## config.mk

```make
export PLATFORM = sky130hd
export DESIGN_NAME = instr_encoder_flat
export DESIGN_NICKNAME = d
export VERILOG_FILES = /design/src/rtl/instr_encoder_if.sv /design/src/rtl/instr_encoder.sv /design/src/flat_wrapper.sv
export SDC_FILE = /design/constraint.sdc
export NUM_CORES = 1
export LEC_CHECK = 0
export ABC_AREA = 1
export BUFFER_PORTS_ARGS = -buffer_cell sky130_fd_sc_hd__buf_2
export CAP_MARGIN = 40
export CORE_ASPECT_RATIO = 0.6
export CORE_MARGIN = 2
export CORE_UTILIZATION = 45
export CTS_BUF_LIST = sky130_fd_sc_hd__clkbuf_4 sky130_fd_sc_hd__clkbuf_8
export DETAILED_ROUTE_END_ITERATION = 10
export PLACE_DENSITY_LB_ADDON = 0.05
export SLEW_MARGIN = 20
export SYNTH_ARGS = -nofsm -noshare
export SYNTH_HDL_FRONTEND = slang
export SYNTH_SLANG_ARGS = --single-unit
export TNS_END_PERCENT = 1
```

## constraint.sdc

```tcl
create_clock -name clk -period 8.9 [get_ports clk]
set_input_delay 1.78 -clock clk [delete_from_list [all_inputs] [get_ports clk]]
set_output_delay 1.78 -clock clk [all_outputs]
set_load 0.1 [all_outputs]
```

## src/rtl/instr_encoder_if.sv

```systemverilog
// Valid/ready bus between a field-level instruction source and the encoder.
// The master drives requests and out_ready; the slave (encoder) returns the packed words.
interface instr_encoder_if #(
   parameter int ADDR_W    = 32,
   parameter int ERR_CNT_W = 8
);
   logic                 start;
   logic                 in_valid;
   logic                 in_ready;
   logic [2:0]           in_fmt;
   logic [6:0]           in_opcode;
   logic [4:0]           in_rd;
   logic [4:0]           in_rs1;
   logic [4:0]           in_rs2;
   logic [2:0]           in_funct3;
   logic [6:0]           in_funct7;
   logic [31:0]          in_imm;
   logic                 out_valid;
   logic                 out_ready;
   logic [31:0]          out_instr;
   logic                 out_err;
   logic [ADDR_W-1:0]    out_addr;
   logic [ERR_CNT_W-1:0] err_count;

   modport master (
      output start, in_valid, in_fmt, in_opcode, in_rd, in_rs1, in_rs2,
             in_funct3, in_funct7, in_imm, out_ready,
      input  in_ready, out_valid, out_instr, out_err, out_addr, err_count
   );

   modport slave (
      input  start, in_valid, in_fmt, in_opcode, in_rd, in_rs1, in_rs2,
             in_funct3, in_funct7, in_imm, out_ready,
      output in_ready, out_valid, out_instr, out_err, out_addr, err_count
   );
endinterface

```

## src/rtl/instr_encoder.sv

```systemverilog
// Packs a field-level RV32I instruction description into its 32-bit word.
// Two-stage valid/ready pipeline with range-error flag, word address and error counter.
module instr_encoder #(
   parameter int                ADDR_W    = 32,
   parameter logic [ADDR_W-1:0] BASE_ADDR = '0,
   parameter int                ERR_CNT_W = 8
) (
   input logic            clk,
   input logic            rst,
   instr_encoder_if.slave bus
);

   logic                 s1Valid_q;
   logic [31:0]          s1Instr_q;
   logic                 s1Err_q;
   logic                 outValid_q;
   logic [31:0]          outInstr_q;
   logic                 outErr_q;
   logic [ADDR_W-1:0]    addr_q;
   logic [ADDR_W-1:0]    addr_d;
   logic [ERR_CNT_W-1:0] errCnt_q;
   logic [ERR_CNT_W-1:0] errCnt_d;

   logic        s2Free;
   logic        inReady;
   logic        accept;
   logic        move;
   logic        outFire;
   logic [31:0] packWord;
   logic        packErr;
   logic [31:0] imm;

   assign s2Free  = !outValid_q || bus.out_ready;
   assign inReady = !s1Valid_q || s2Free;
   assign accept  = bus.in_valid && inReady;
   assign move    = s1Valid_q && s2Free;
   assign outFire = outValid_q && bus.out_ready;
   assign imm     = bus.in_imm;

   // An immediate fits a field when every bit above the field's sign bit equals it.
   always_comb begin
      packWord = 32'h0;
      packErr  = 1'b0;
      case (bus.in_fmt)
         3'd0: begin
            packWord = {bus.in_funct7, bus.in_rs2, bus.in_rs1, bus.in_funct3,
                        bus.in_rd, bus.in_opcode};
         end
         3'd1: begin
            packWord = {imm[11:0], bus.in_rs1, bus.in_funct3, bus.in_rd, bus.in_opcode};
            packErr  = !((&imm[31:11]) || !(|imm[31:11]));
         end
         3'd2: begin
            packWord = {imm[11:5], bus.in_rs2, bus.in_rs1, bus.in_funct3,
                        imm[4:0], bus.in_opcode};
            packErr  = !((&imm[31:11]) || !(|imm[31:11]));
         end
         3'd3: begin
            packWord = {imm[12], imm[10:5], bus.in_rs2, bus.in_rs1, bus.in_funct3,
                        imm[4:1], imm[11], bus.in_opcode};
            packErr  = !((&imm[31:12]) || !(|imm[31:12])) || imm[0];
         end
         3'd4: begin
            packWord = {imm[31:12], bus.in_rd, bus.in_opcode};
            packErr  = |imm[11:0];
         end
         3'd5: begin
            packWord = {imm[20], imm[10:1], imm[11], imm[19:12], bus.in_rd, bus.in_opcode};
            packErr  = !((&imm[31:20]) || !(|imm[31:20])) || imm[0];
         end
         default: begin
            packWord = 32'h0000_0013;
            packErr  = 1'b1;
         end
      endcase
   end

   // start wins over a coincident handshake, so that word's error is never counted.
   always_comb begin
      addr_d   = addr_q;
      errCnt_d = errCnt_q;
      if (bus.start) begin
         addr_d   = BASE_ADDR;
         errCnt_d = '0;
      end else if (outFire) begin
         addr_d = addr_q + ADDR_W'(4);
         if (outErr_q && !(&errCnt_q)) begin
            errCnt_d = errCnt_q + ERR_CNT_W'(1);
         end
      end
   end

   always_ff @(posedge clk or posedge rst) begin
      if (rst) begin
         s1Valid_q  <= 1'b0;
         s1Instr_q  <= 32'h0;
         s1Err_q    <= 1'b0;
         outValid_q <= 1'b0;
         outInstr_q <= 32'h0;
         outErr_q   <= 1'b0;
         addr_q     <= BASE_ADDR;
         errCnt_q   <= '0;
      end else begin
         if (accept) begin
            s1Valid_q <= 1'b1;
            s1Instr_q <= packWord;
            s1Err_q   <= packErr;
         end else if (move) begin
            s1Valid_q <= 1'b0;
         end

         if (move) begin
            outValid_q <= 1'b1;
            outInstr_q <= s1Instr_q;
            outErr_q   <= s1Err_q;
         end else if (outFire) begin
            outValid_q <= 1'b0;
         end

         addr_q   <= addr_d;
         errCnt_q <= errCnt_d;
      end
   end

   assign bus.in_ready  = inReady;
   assign bus.out_valid = outValid_q;
   assign bus.out_instr = outInstr_q;
   assign bus.out_err   = outErr_q;
   assign bus.out_addr  = addr_q;
   assign bus.err_count = errCnt_q;

endmodule

```

## src/flat_wrapper.sv

```systemverilog
// flat-port wrapper written by rule: the top's interface ports become plain ports
module instr_encoder_flat 
#(
   parameter int                ADDR_W    = 32,
   parameter logic [ADDR_W-1:0] BASE_ADDR = '0,
   parameter int                ERR_CNT_W = 8
)
  (clk, rst, bus_start, bus_in_valid, bus_in_fmt, bus_in_opcode, bus_in_rd, bus_in_rs1, bus_in_rs2, bus_in_funct3, bus_in_funct7, bus_in_imm, bus_out_ready, bus_in_ready, bus_out_valid, bus_out_instr, bus_out_err, bus_out_addr, bus_err_count);
  instr_encoder_if #(.ADDR_W(ADDR_W), .ERR_CNT_W(ERR_CNT_W)) bus_i ();
  input logic clk;
  input logic rst;
  input wire logic [$bits(bus_i.start)-1:0] bus_start;
  input wire logic [$bits(bus_i.in_valid)-1:0] bus_in_valid;
  input wire logic [$bits(bus_i.in_fmt)-1:0] bus_in_fmt;
  input wire logic [$bits(bus_i.in_opcode)-1:0] bus_in_opcode;
  input wire logic [$bits(bus_i.in_rd)-1:0] bus_in_rd;
  input wire logic [$bits(bus_i.in_rs1)-1:0] bus_in_rs1;
  input wire logic [$bits(bus_i.in_rs2)-1:0] bus_in_rs2;
  input wire logic [$bits(bus_i.in_funct3)-1:0] bus_in_funct3;
  input wire logic [$bits(bus_i.in_funct7)-1:0] bus_in_funct7;
  input wire logic [$bits(bus_i.in_imm)-1:0] bus_in_imm;
  input wire logic [$bits(bus_i.out_ready)-1:0] bus_out_ready;
  output wire logic [$bits(bus_i.in_ready)-1:0] bus_in_ready;
  output wire logic [$bits(bus_i.out_valid)-1:0] bus_out_valid;
  output wire logic [$bits(bus_i.out_instr)-1:0] bus_out_instr;
  output wire logic [$bits(bus_i.out_err)-1:0] bus_out_err;
  output wire logic [$bits(bus_i.out_addr)-1:0] bus_out_addr;
  output wire logic [$bits(bus_i.err_count)-1:0] bus_err_count;
  assign bus_i.start = bus_start;
  assign bus_i.in_valid = bus_in_valid;
  assign bus_i.in_fmt = bus_in_fmt;
  assign bus_i.in_opcode = bus_in_opcode;
  assign bus_i.in_rd = bus_in_rd;
  assign bus_i.in_rs1 = bus_in_rs1;
  assign bus_i.in_rs2 = bus_in_rs2;
  assign bus_i.in_funct3 = bus_in_funct3;
  assign bus_i.in_funct7 = bus_in_funct7;
  assign bus_i.in_imm = bus_in_imm;
  assign bus_i.out_ready = bus_out_ready;
  assign bus_in_ready = bus_i.in_ready;
  assign bus_out_valid = bus_i.out_valid;
  assign bus_out_instr = bus_i.out_instr;
  assign bus_out_err = bus_i.out_err;
  assign bus_out_addr = bus_i.out_addr;
  assign bus_err_count = bus_i.err_count;
  instr_encoder #(.ADDR_W(ADDR_W), .BASE_ADDR(BASE_ADDR), .ERR_CNT_W(ERR_CNT_W)) u_core (.clk(clk), .rst(rst), .bus(bus_i));
endmodule
```

## Word-level counts from Yosys, hierarchy flattened

Index checks and enable logic that the tools add are counted.

- RAM bits: 0
- Flip-flop bits (word level): 108
- Memory bits (read-only): 0
- Input port bits: 72
- Output and inout port bits: 75
- Logic and storage cells: 61
- Memories kept: 0
- Latch bits: 0

- Bitwise logic cells: 0
- Divide/modulo/power cells: 0
- Reduce and logical (&&, ||, !) cells: 35
- Eq/ne operators: 5
- $mul: 0
- $add $sub $neg: 2
- Order comparisons: 0
- Shifts and indexed selects: 0
- Muxes and demuxes: 11

Operators by type and width:

| kind | count |
|---|---|
| 32-bit one-hot mux with 6 select lines | 1 |
| 32-bit 2-to-1 mux | 2 |
| 32-bit by 3-bit adder with 32-bit output (second input constant) | 1 |
| 8-bit 2-to-1 mux | 3 |
| 12-bit OR reduction | 2 |
| 21-bit AND reduction | 1 |
| 21-bit OR reduction | 1 |
| 20-bit AND reduction | 1 |
| 20-bit OR reduction | 1 |
| 12-bit AND reduction | 1 |
| 1-bit zero test | 9 |
| 8-bit by 1-bit adder with 8-bit output (second input constant) | 1 |
| 8-bit AND reduction | 1 |
| 2-bit nonzero test | 4 |
| 1-bit logical OR | 7 |
| 3-bit by 2-bit equality test with 1-bit output (second input constant) | 2 |
| 3-bit equality test (second input constant) | 2 |
| 1-bit one-hot mux with 5 select lines | 1 |
| 1-bit logical AND | 4 |
| 1-bit 2-to-1 mux | 4 |
| 3-bit by 1-bit equality test with 1-bit output (second input constant) | 1 |
| 3-bit zero test | 1 |
| 2-bit AND reduction | 1 |
| 2-bit OR reduction | 1 |

## Longest topological paths before layout

- Depth in word-level cells: 6
- Depth in mapped cells: 11
- Gate-level depth less buffers: 10

## Worst setup path before layout

OpenSTA, ideal clock, no wires.

- Path kind: input port to output port
- From: input bus_out_ready
- To: output bus_in_ready
- Stages: 2
- Data required time: 7.120 ns
- Arrival time: 2.298 ns
- Path buffers: 0
- Setup slack: 4.822 ns
- Cells stage by stage: inv_1 -> nand3_2

- Word-level cells in the longest chain between the ends: 2

RTL lines:

| what | line | text |
|---|---|---|
| start, declared | flat_wrapper.sv:22 | `input wire logic [$bits(bus_i.out_ready)-1:0] bus_out_ready;` |
| 1-bit logical OR | instr_encoder.sv:33 | `assign s2Free = !outValid_q \|\| bus.out_ready;` |
| 1-bit logical OR | instr_encoder.sv:34 | `assign inReady = !s1Valid_q \|\| s2Free;` |
| end, declared | flat_wrapper.sv:23 | `output wire logic [$bits(bus_i.in_ready)-1:0] bus_in_ready;` |

No other way between the ends.

## Worst setup path after layout

Ends and elaborated chain as after synthesis.

==> qor.csv <==
stage,metric,value,unit
timing,setup_tns,0,ps
cells_and_area,layout-drive-gt1-share,23.4,%
drt,drtAntennaViolNets,0,
drt,drtPass1Iterations,5,
synth,synth.top_cell.area_share,48.1,%
cells_and_area,diodes,0,
placement,io_buffers,144,
drt,drt_first_iter_violations,348,
die,die-area,13200,sq um
cells_and_area,utilization,54.7,%
clocking,cts_tree,yes,
worst_setup_path,cp.arrival,2450,ps
cells_and_area,layout_commonest_cell,nand2_1,
power,power.leakage,3.32,nW
clocking,postCtsHoldBufs,0,
global_routing,use_met2,33.2,%
worst_setup_path,start_kind,primary input,
timing,setup_viol,0,
global_routing,grt_pass1_wl,24600,microns
die,coreArea,12000,sq um
synth,ys_types,39,
clocking,path_clk_slew,100,ps
drt,num_vias,5213,
clocking,post-cts-setup-buffer-count,0,
cells_and_area,nFillCells,1177,
die,die_x,147,microns
worst_setup_path,path_max_fanout,3,
power,power.density,231,nW/um^2
synth,syn_inst,722,
global_routing,gr-usage-met1,35.9,%
worst_hold_path,hold_depth,2,
synth,syn_area_per_cell,7.64,sq um
clocking,cts_inserted_buffers,9,
clocking,cts.sinks,106,
timing,fmax,237,MHz
worst_setup_path,worstSetupEndpointType,output port,
die,num_io_pins,147,
global_routing,antenna_found_initial,1,
timing,hold_slack,492,ps
synth,synth-seq-area-share,48.1,%
clocking,ctsResizeCount,0,
clocking,clock_latency,370,ps
synth,synth.area.top_cells,"dfrtp_1 (48%), nand2_1 (14%), nor2_1 (6.7%), inv_1 (5.2%), o21ai_0 (4.9%)",
synth,ys.warnings.count,0,
placement,dpl_cell_area,6370,sq um
drt,wl,15200,microns
worst_setup_path,crit_type,in -> out,
global_routing,track_usage,23.3,%
synth,synth.largest_area_cell,dfrtp_1,
timing,worstMarginPinSlew,740,ps
timing,maxSlewViolCount,0,
global_routing,grt_max_degree,61,
clocking,root_buffer,clkbuf_8,
placement,gp_congestion,0.965,
timing,rsz0062_at_grt,false,
global_routing,overflow,0,
synth,synth_flop_cell,dfrtp_1,
die,die_h,89.7,microns
global_routing,grt_pass1_vias,4855,
run,drv_cap,0,
cells_and_area,final_cell_mix,"nand2_1 (200), buf_2 (144), dfrtp_1 (106)",
die,start_util,45.9,%
placement,dp.final_hpwl,11600,microns
synth,synth_edf_count,0,
global_routing,use_met3,5.74,%
worst_setup_path,crit_required,7120,ps
synth,syn-cell-area,5510,sq um
power,finalPower,1.52,mW
cells_and_area,nets,933,
die,row_count,31,
global_routing,grt.busiest_layer,met1,
clocking,clk_path_buf_depth,2,
drt,drc,0,
timing,fin_skew,8.25,ps
drt,wl_per_cell,14.7,microns
clocking,htreeDepth,3,
timing,period_share,47.5,%
timing,final_hold_viol_count,0,
worst_setup_path,worstRegToRegCells,9,
run_status,status,"complete, no violations",
drt,viasPerCell,5.07,
timing,relSlewSlack,50.7,%
timing,min_period,4230,ps
cells_and_area,syn2layout_area_growth,19.3,%
synth,ys_async_sr_fraction,100,%
power,ir_drop,170,uV
synth,ys_ff_latch,106,
cells_and_area,fin_area,6580,sq um
worst_hold_path,hp-class,reg -> reg,
## area by class of cell
cell class | instances | area (sq um) | share of cell area [%]
well taps | 165 | 206 | 3.14
clock inverters | 6 | 72.6 | 1.10
flip-flops and latches | 106 | 2650 | 40.3
inverters | 84 | 320 | 4.87
repair buffers | 147 | 756 | 11.5
multi-input cells | 511 | 2430 | 37.0
clock buffers | 10 | 138 | 2.09
## critical path, stage by stage
cell and delay, ps:
buf_2 90, inv_1 60, nand3_2 70, buf_2 440
## Yosys cell counts (2+ instances only)
| library cell | instances |
|---|---|
| buf_4 | 3 |
| o21ai_1 | 15 |
| nor3_2 | 3 |
| nor3_1 | 10 |
| a21oi_1 | 24 |
| o22ai_1 | 4 |
| nor2_4 | 4 |
| o21bai_1 | 2 |
| o21ai_0 | 54 |
| clkbuf_1 | 5 |
| nand2_4 | 2 |
| o32ai_1 | 8 |
| nand4_1 | 11 |
| nand3_1 | 34 |
| inv_1 | 77 |
| a31oi_1 | 4 |
| nand2_1 | 201 |
| nor2_1 | 98 |
| ha_1 | 2 |
| nand2_2 | 4 |
| xor2_1 | 5 |
| nor2_2 | 3 |
| nand3b_1 | 2 |
| mux2_2 | 8 |
| inv_2 | 6 |
| buf_1 | 2 |
| buf_2 | 11 |
| nand3_2 | 4 |
| dfrtp_1 | 106 |
## per-layer routing
layer,wire length (microns),vias to the layer above
met5,0,-
met4,148,0
met3,1200,14
met2,6060,190
met1,7770,2416
li1,-,2593
## state kept, by name, indices dropped and copies added, names as in the netlist
signal,cells
u_core.bus.out_instr,32
u_core.bus.err_count,8
u_core.bus.out_valid,1
u_core.bus.out_err,1
u_core.s1Instr_q,32
u_core.s1Err_q,1
u_core.bus.out_addr,30
u_core.s1Valid_q,1
## worst paths after layout
check / endpoint / startpoint / slack, ps
min: u_core.bus.out_instr[20]$_DFFE_PP0P_ / u_core.bus.out_instr[20]$_DFFE_PP0P_ / 490
min in group asynchronous: u_core.bus.err_count[5]$_DFFE_PP0P_ / rst / 1480
max: bus_in_ready / bus_out_ready / 4670
max reg2reg: u_core.s1Err_q$_DFFE_PP0P_ / u_core.bus.out_valid$_DFFE_PP0P_ / 6710
max in group asynchronous: u_core.s1Instr_q[12]$_DFFE_PP0P_ / rst / 6230
min reg2reg: u_core.bus.out_instr[20]$_DFFE_PP0P_ / u_core.bus.out_instr[20]$_DFFE_PP0P_ / 490
## kinds of logic (layout without fill, tap and decap cells)
group	Yosys count	count (layout)	synth area share (%)
adder cells (fa/ha/maj)	2	2	0.454
flip-flops	106	106	48.1
XOR/XNOR	5	5	0.794
other	1	2	0.0680
AND/OR/NAND/NOR	379	379	29.5
buffers and inverters	106	247	7.85
multiplexers	8	8	1.63
AO/OA/AOI/OAI	115	115	11.6
## stage by stage
step           setup WS (ps)  std cells
2_1_floorplan           4330        723
3_3_place_gp            4670       1012
3_5_place_dp            4670       1013
4_1_cts                 4670       1029
5_1_grt                 4640       1029
6_report                4670       1029
## power by group
part / leakage, nW / internal [mW] / switching [mW]
logic: 1.84 / 0.0990 / 0.511
clock network: 0.109 / 0.142 / 0.174
registers: 1.37 / 0.554 / 0.0389
total: 3.32 / 0.795 / 0.724
No activity file was read; power rests on OpenSTA's default activity.
